===== config.mk =====
export PLATFORM = sky130hd
export DESIGN_NAME = simon_stream_ctrl_flat
export DESIGN_NICKNAME = d
export VERILOG_FILES = /design/src/rtl/simon_pkg.sv /design/src/rtl/simon_stream_ctrl_if.sv /design/src/rtl/simon_fifo.sv /design/src/rtl/simon_stream_ctrl.sv /design/src/flat_wrapper.sv
export SDC_FILE = /design/constraint.sdc
export NUM_CORES = 2
export LEC_CHECK = 0
export ABC_CLOCK_PERIOD_IN_PS = 37400
export CORE_MARGIN = 3
export CORE_UTILIZATION = 54
export DETAILED_ROUTE_END_ITERATION = 16
export PLACE_DENSITY = 0.77
export SLEW_MARGIN = 20
export SYNTH_ARGS = -nofsm -noshare
export SYNTH_HDL_FRONTEND = slang
export SYNTH_SLANG_ARGS = --single-unit

===== constraint.sdc =====
create_clock -name clk -period 37.4 [get_ports clk]
set_input_delay 7.48 -clock clk [delete_from_list [all_inputs] [get_ports clk]]
set_output_delay 7.48 -clock clk [all_outputs]
set_load 0.03 [all_outputs]

===== src/rtl/simon_pkg.sv =====
// Shared types for the SIMON stream controller: block/key types and FSM states.
package simon_pkg;

  localparam int SIMON_N = 32;
  localparam int SIMON_M = 4;

  typedef logic [2*SIMON_N-1:0]            block_t;
  typedef logic [SIMON_M-1:0][SIMON_N-1:0] key_t;

  typedef enum logic [2:0] {
    IDLE     = 3'd0,
    KEY_REQ  = 3'd1,
    KEY_WAIT = 3'd2,
    LOAD     = 3'd3,
    RUN      = 3'd4,
    READ     = 3'd5
  } state_t;

endpackage


===== src/rtl/simon_stream_ctrl_if.sv =====
// Block source/sink side of the controller: input blocks, key load, output blocks.
interface simon_stream_ctrl_if #(
  parameter int N = 32,
  parameter int M = 4
);
  logic                  in_valid;
  logic                  in_ready;
  logic [2*N-1:0]        in_data;
  logic                  key_valid;
  logic                  key_ready;
  logic [M-1:0][N-1:0]   key_in;
  logic [2*N-1:0]        iv;
  logic                  mode_cbc;
  logic                  enc_dec_in;
  logic                  out_valid;
  logic                  out_ready;
  logic [2*N-1:0]        out_data;

  modport master (
    output in_valid, in_data, key_valid, key_in, iv, mode_cbc, enc_dec_in, out_ready,
    input  in_ready, key_ready, out_valid, out_data
  );

  modport slave (
    input  in_valid, in_data, key_valid, key_in, iv, mode_cbc, enc_dec_in, out_ready,
    output in_ready, key_ready, out_valid, out_data
  );
endinterface


===== src/rtl/simon_fifo.sv =====
// Small synchronous FIFO; pointers carry an extra wrap bit to tell full from empty.
module simon_fifo #(
  parameter int W     = 64,
  parameter int DEPTH = 4
) (
  input  logic         clk,
  input  logic         rst,
  input  logic         push,
  input  logic [W-1:0] din,
  input  logic         pop,
  output logic [W-1:0] dout,
  output logic         full,
  output logic         empty
);
  localparam int AW = $clog2(DEPTH);

  logic [AW:0]  wr_q, wr_d, rd_q, rd_d;
  logic [W-1:0] mem_q [DEPTH];
  logic [W-1:0] mem_d [DEPTH];

  assign empty = (wr_q == rd_q);
  assign full  = (wr_q[AW] != rd_q[AW]) && (wr_q[AW-1:0] == rd_q[AW-1:0]);
  assign dout  = mem_q[rd_q[AW-1:0]];

  // Next pointers and storage; overflow/underflow requests are ignored.
  always_comb begin
    wr_d  = wr_q;
    rd_d  = rd_q;
    mem_d = mem_q;
    if (push && !full) begin
      mem_d[wr_q[AW-1:0]] = din;
      wr_d = wr_q + 1'b1;
    end
    if (pop && !empty) rd_d = rd_q + 1'b1;
  end

  // Storage is cleared on reset so the head reads as zero while empty.
  always_ff @(posedge clk or posedge rst) begin
    if (rst) begin
      wr_q <= '0;
      rd_q <= '0;
      for (int i = 0; i < DEPTH; i++) mem_q[i] <= '0;
    end else begin
      wr_q  <= wr_d;
      rd_q  <= rd_d;
      mem_q <= mem_d;
    end
  end
endmodule


===== src/rtl/simon_stream_ctrl.sv =====
// Stream controller for one SIMON_64128 core: key load handshake, per-block
// newData/ldData/doneData/readData handshake, optional CBC chaining, in/out FIFOs.
module simon_stream_ctrl
  import simon_pkg::*;
#(
  parameter int N     = SIMON_N,
  parameter int M     = SIMON_M,
  parameter int DEPTH = 4
) (
  input  logic                clk,
  input  logic                R,
  simon_stream_ctrl_if.slave  s,
  output logic                busy,
  output logic                newKey,
  output logic                newData,
  output logic                readData,
  output logic                enc_dec,
  output logic [M-1:0][N-1:0] key,
  output logic [2*N-1:0]      plain,
  input  logic                ldKey,
  input  logic                doneKey,
  input  logic                ldData,
  input  logic                doneData,
  input  logic [2*N-1:0]      cipher
);
  state_t              state_q, state_d;
  logic [M-1:0][N-1:0] key_q, key_d;
  logic                cbc_q, cbc_d, enc_q, enc_d, key_loaded_q, key_loaded_d;
  logic [2*N-1:0]      chain_q, chain_d, cur_in_q, cur_in_d;

  logic                in_pop, in_full, in_empty;
  logic [2*N-1:0]      in_head;
  logic                out_push, out_full, out_empty;
  logic [2*N-1:0]      result;
  logic                cbc_enc, cbc_dec;

  simon_fifo #(.W(2*N), .DEPTH(DEPTH)) u_in_fifo (
    .clk(clk), .rst(R), .push(s.in_valid && s.in_ready), .din(s.in_data),
    .pop(in_pop), .dout(in_head), .full(in_full), .empty(in_empty)
  );

  simon_fifo #(.W(2*N), .DEPTH(DEPTH)) u_out_fifo (
    .clk(clk), .rst(R), .push(out_push), .din(result),
    .pop(s.out_valid && s.out_ready), .dout(s.out_data), .full(out_full), .empty(out_empty)
  );

  assign cbc_enc     = cbc_q && enc_q;
  assign cbc_dec     = cbc_q && !enc_q;
  assign plain       = cbc_enc ? (cur_in_q ^ chain_q) : cur_in_q;
  assign result      = cbc_dec ? (cipher ^ chain_q) : cipher;
  assign key         = key_q;
  assign enc_dec     = enc_q;
  assign s.in_ready  = !in_full;
  assign s.out_valid = !out_empty;
  // A new key may only land once every queued block has gone through the core.
  assign s.key_ready = (state_q == IDLE) && in_empty;
  assign busy        = (state_q != IDLE) || !in_empty || !out_empty;

  // Next-state and core handshake outputs.
  always_comb begin
    state_d      = state_q;
    key_d        = key_q;
    cbc_d        = cbc_q;
    enc_d        = enc_q;
    key_loaded_d = key_loaded_q;
    chain_d      = chain_q;
    cur_in_d     = cur_in_q;
    in_pop       = 1'b0;
    out_push     = 1'b0;
    newKey       = 1'b0;
    newData      = 1'b0;
    readData     = 1'b0;
    case (state_q)
      IDLE: begin
        if (key_loaded_q && !in_empty) begin
          in_pop   = 1'b1;
          cur_in_d = in_head;
          state_d  = LOAD;
        end else if (s.key_valid && s.key_ready) begin
          key_d        = s.key_in;
          cbc_d        = s.mode_cbc;
          enc_d        = s.enc_dec_in;
          chain_d      = s.iv;
          key_loaded_d = 1'b0;
          state_d      = KEY_REQ;
        end
      end
      KEY_REQ: begin
        newKey = 1'b1;
        if (ldKey) state_d = KEY_WAIT;
      end
      KEY_WAIT: begin
        if (doneKey) begin
          key_loaded_d = 1'b1;
          state_d      = IDLE;
        end
      end
      LOAD: begin
        newData = 1'b1;
        if (ldData) state_d = RUN;
      end
      RUN: begin
        // The core holds doneData, so a full output FIFO simply parks us here.
        if (doneData && !out_full) begin
          out_push = 1'b1;
          if (cbc_enc) chain_d = cipher;
          if (cbc_dec) chain_d = cur_in_q;
          state_d = READ;
        end
      end
      READ: begin
        readData = 1'b1;
        if (!doneData) state_d = IDLE;
      end
      default: state_d = IDLE;
    endcase
  end

  // Controller state registers.
  always_ff @(posedge clk or posedge R) begin
    if (R) begin
      state_q      <= IDLE;
      key_q        <= '0;
      cbc_q        <= 1'b0;
      enc_q        <= 1'b0;
      key_loaded_q <= 1'b0;
      chain_q      <= '0;
      cur_in_q     <= '0;
    end else begin
      state_q      <= state_d;
      key_q        <= key_d;
      cbc_q        <= cbc_d;
      enc_q        <= enc_d;
      key_loaded_q <= key_loaded_d;
      chain_q      <= chain_d;
      cur_in_q     <= cur_in_d;
    end
  end
endmodule

===== src/flat_wrapper.sv =====
// flat-port wrapper written by rule: the top's interface ports become plain ports
module simon_stream_ctrl_flat import simon_pkg::*;
#(
  parameter int N     = SIMON_N,
  parameter int M     = SIMON_M,
  parameter int DEPTH = 4
)
  (clk, R, busy, newKey, newData, readData, enc_dec, key, plain, ldKey, doneKey, ldData, doneData, cipher, s_in_valid, s_in_data, s_key_valid, s_key_in, s_iv, s_mode_cbc, s_enc_dec_in, s_out_ready, s_in_ready, s_key_ready, s_out_valid, s_out_data);
  simon_stream_ctrl_if #(.N(N), .M(M)) s_i ();
  input  logic clk;
  input  logic R;
  output logic busy;
  output logic newKey;
  output logic newData;
  output logic readData;
  output logic enc_dec;
  output logic [M-1:0][N-1:0] key;
  output logic [2*N-1:0] plain;
  input  logic ldKey;
  input  logic doneKey;
  input  logic ldData;
  input  logic doneData;
  input  logic [2*N-1:0] cipher;
  input wire logic [$bits(s_i.in_valid)-1:0] s_in_valid;
  input wire logic [$bits(s_i.in_data)-1:0] s_in_data;
  input wire logic [$bits(s_i.key_valid)-1:0] s_key_valid;
  input wire logic [$bits(s_i.key_in)-1:0] s_key_in;
  input wire logic [$bits(s_i.iv)-1:0] s_iv;
  input wire logic [$bits(s_i.mode_cbc)-1:0] s_mode_cbc;
  input wire logic [$bits(s_i.enc_dec_in)-1:0] s_enc_dec_in;
  input wire logic [$bits(s_i.out_ready)-1:0] s_out_ready;
  output wire logic [$bits(s_i.in_ready)-1:0] s_in_ready;
  output wire logic [$bits(s_i.key_ready)-1:0] s_key_ready;
  output wire logic [$bits(s_i.out_valid)-1:0] s_out_valid;
  output wire logic [$bits(s_i.out_data)-1:0] s_out_data;
  assign s_i.in_valid = s_in_valid;
  assign s_i.in_data = s_in_data;
  assign s_i.key_valid = s_key_valid;
  assign s_i.key_in = s_key_in;
  assign s_i.iv = s_iv;
  assign s_i.mode_cbc = s_mode_cbc;
  assign s_i.enc_dec_in = s_enc_dec_in;
  assign s_i.out_ready = s_out_ready;
  assign s_in_ready = s_i.in_ready;
  assign s_key_ready = s_i.key_ready;
  assign s_out_valid = s_i.out_valid;
  assign s_out_data = s_i.out_data;
  simon_stream_ctrl #(.N(N), .M(M), .DEPTH(DEPTH)) u_core (.clk(clk), .R(R), .s(s_i), .busy(busy), .newKey(newKey), .newData(newData), .readData(readData), .enc_dec(enc_dec), .key(key), .plain(plain), .ldKey(ldKey), .doneKey(doneKey), .ldData(ldData), .doneData(doneData), .cipher(cipher));
endmodule

==> results.md <==
- Detailed Route WL: 93,200 µm
- Sequential area share after synthesis: 0.558
- Setup TNS: 0 ns
- Syn avg cell area: 14.5 µm²
- Detailed Place HPWL: 63,700 µm
- Die span in x: 261 µm
- Power consumption: 4.12 mW
- CP startpoint kind: flop
- FMAX: 89.9 MHz
- PD cells: 92.3 nW/µm²
- Initial antenna violation count: 20
- Hold buffers post-CTS: 0
- CTS tree: yes
- CP cell instances: buf_4 > mux4_2 > clkdlybuf4s50_1
- Hold Vio Cnt, Final: 0
- Clk sink count: 786
- Drt initial violations: 1,373
- Leading area contributor after synthesis: dfrtp_1
- Net Count, Synth: 2,776
- WP data required: 29.92 ns
- Multi-input logic area: 14,900 µm²
- Largest stage delay on the critical path: 0.99 ns
- Worst Setup End Kind: primary output
- Yosys cell types: 36
- Status: finished, final reports clean
- Skew final: 0.0210 ns
- Vias: 22,257
- Least-Margin Pin Slew: 1.08 ns
- Flip-flop and latch area: 19,700 µm²
- Syn. warnings: 0
- Slew Viols, Final: 0
- Worst setup path class: reg -> out
- H-tree depth: 3
- Nets@finish: 3,334
- Mapped Cells: 2,435
- CTS buffer count: 84
- Maximum fanout along the worst path: 37
- Max-Cap Viols: 0
- Clk pin slew, worst setup/hold paths: 0.06 ns
- Routability congestion estimate: 0.859
- Drt drc: 0
- Die ar.: 68,400 µm²
- Post-CTS setup buffer count: 0
- Detailed-router iteration count before antenna repair: 5
- Largest net degree at the start of global routing: 179
- CP Data Arrival Time: 3.64 ns
- # port buffers: 594
- First-pass GRT wire length: 142,000 µm
- Core area: 64,500 µm²
- Filler instances: 4,383
- Hold WC Path Type: reg -> reg
- GRT overflow: 0
- Post-synth top area share: 0.558
- Max-slew headroom: 0.281
- Die Height: 261 µm
- Minimum clock period: 11.12 ns
- DR WL/cell: 23.8 µm
- Clk_lat worst skew: 0.61 ns
- RSZ-0062 raised after global routing: no
- Cell area after synthesis: 35,200 µm²
- Ports: 595
- Most frequent cell after synthesis: dfrtp_1
- Yosys reg bits: 786
- Gr usage total: 0.274
- Crit-path slowest cell: dfrtp_4
- Layout overhead on the synthesized area: 26.8%
- Post-synth ARST share: 1.00
- Starting Density: 0.547
- Vias in the first global route: 23,939
- DR vias/cell: 5.67
- Root Buffer: clkbuf_16
- Cell Rows: 93
- Max IR drop VDD: 62.6 µV
- Tcrit/Tclk final: 0.297
- Most common library cells after synthesis: 786 x dfrtp_1, 688 x mux2_1, 270 x nand2_1
- Pleak: 19.3 nW
- Post_cts resized: 0
- Synth area leaders: dfrtp_1 56%, mux2_1 22%, mux4_2 8.2%
- CTS max path bufs: 3
- Final setup fails: 0
- Post-route ant nets: 0
- Top_reg_cell synth: dfrtp_1
- Share of cells above drive strength 1: 0.108
- Post-synth EDFFs: 0
==> critical path, delay by kind of cell, from the launching register on <==
family / cells / cell delay (ns)
multiplexers: 1 / 0.67
flip-flops: 1 / 0.99
buffers and inverters: 2 / 1.33
==> path summary, 6_finish.rpt <==
| check | from | end | slack, ns | cells past startpoint |
|---|---|---|---|---|
| min in group asynchronous | R | u_core.key[62] | 7.38 | 2 |
| min reg2reg | u_core.u_out_fifo.mem_q[86] | u_core.u_out_fifo.mem_q[86] | 0.48 | 1 |
| min | u_core.u_out_fifo.mem_q[86] | u_core.u_out_fifo.mem_q[86] | 0.48 | 1 |
| max in group asynchronous | R | u_core.chain_q[44] | 26.32 | 7 |
| max reg2reg | u_core.u_out_fifo.rd_q[1] | u_core.chain_q[25] | 33.08 | 8 |
| max | u_core.u_out_fifo.rd_q[0] | s_out_data[0] | 26.28 | 3 |
==> routing by layer <==
metal  GRT usage  vias to the layer above  share of wire
met2       0.455                      585           0.50
met1       0.358                    11704           0.42
li1            -                     9781              -
met4      0.0879                       22          0.025
met5     0.00570                        -         0.0015
met3      0.0630                      165          0.059
==> where the power goes <==
| part | switching (mW) | internal [mW] | total (mW) |
|---|---|---|---|
| logic | 0.907 | 0.858 | 1.77 |
| registers | 0.286 | 1.24 | 1.53 |
| clock network | 0.329 | 0.500 | 0.828 |
| total | 1.52 | 2.60 | 4.12 |
==> metrics by stage <==
step	util	hold slack, ns	instance area (µm²)	setup slack (ns)	instances
floorplan	-	0.459	35200	7.85	2435
CTS	0.692	0.488	44600	25.98	3910
finish	0.693	0.483	44700	26.28	3923
global route	0.693	0.495	44700	25.77	3918
detailed placement	0.649	0.475	41800	25.35	3761
global placement	0.649	0.468	41800	25.54	3761
==> cell usage in the layout, fill, tap and decap left out, types with 2 or more instances in the layout <==
cell type / synthesis / layout
nor3_1: 2 / 2
or3_1: 2 / 2
inv_1: 7 / 6
clkinv_2: 0 / 14
dfrtp_4: 0 / 4
clkdlybuf4s50_1: 0 / 594
mux4_2: 128 / 128
clkbuf_1: 49 / 19
mux2i_1: 65 / 65
and3_1: 3 / 3
o21ai_0: 67 / 67
nand3_1: 3 / 3
buf_4: 9 / 26
dfrtp_1: 786 / 782
diode_2: 0 / 12
xor2_1: 5 / 5
clkbuf_16: 0 / 87
ha_1: 10 / 10
bufinv_16: 0 / 4
nand2_4: 0 / 10
o21ai_1: 64 / 64
nor2b_1: 3 / 2
mux2_2: 21 / 21
nand2_1: 270 / 263
clkbuf_8: 0 / 24
mux2_1: 688 / 688
buf_6: 9 / 2
nor2_1: 5 / 5
xnor2_1: 138 / 138
==> logic make-up (layout without fill, tap and decap cells) <==
kind of cell	count (synthesis)	in the layout	share of synthesized area
other cells	0	12	0
flops	786	786	0.558
xor+xnor	143	143	0.0355
mux	902	902	0.327
compound gates	140	140	0.0206
buf+inv	159	780	0.0222
simple gates	295	295	0.0333
fa+ha+maj	10	10	0.00355
==> area by class of cell <==
type	count	area share
multi-input combinational	1490	0.333
timing repair buffer	624	0.139
sequential	786	0.440
clock inverter	19	0.00445
inverter	7	0.000756
antenna	12	0.000672
clock buffer	130	0.0577
tap	855	0.0239
==> sequential cells by signal, indices dropped and copies added (netlist names) <==
register and flops:
u_core.cbc_q 1, u_core.key_loaded_q 1, u_core.u_in_fifo.mem_q 256, u_core.u_out_fifo.rd_q 3
u_core.u_in_fifo.rd_q 3, u_core.cur_in_q 64, u_core.chain_q 64, u_core.u_in_fifo.wr_q 3
u_core.u_out_fifo.mem_q 256, u_core.enc_dec 1, u_core.u_out_fifo.wr_q 3, u_core.key 128
u_core.state_q 3
Note: power is estimated with default switching activity, not from simulation.
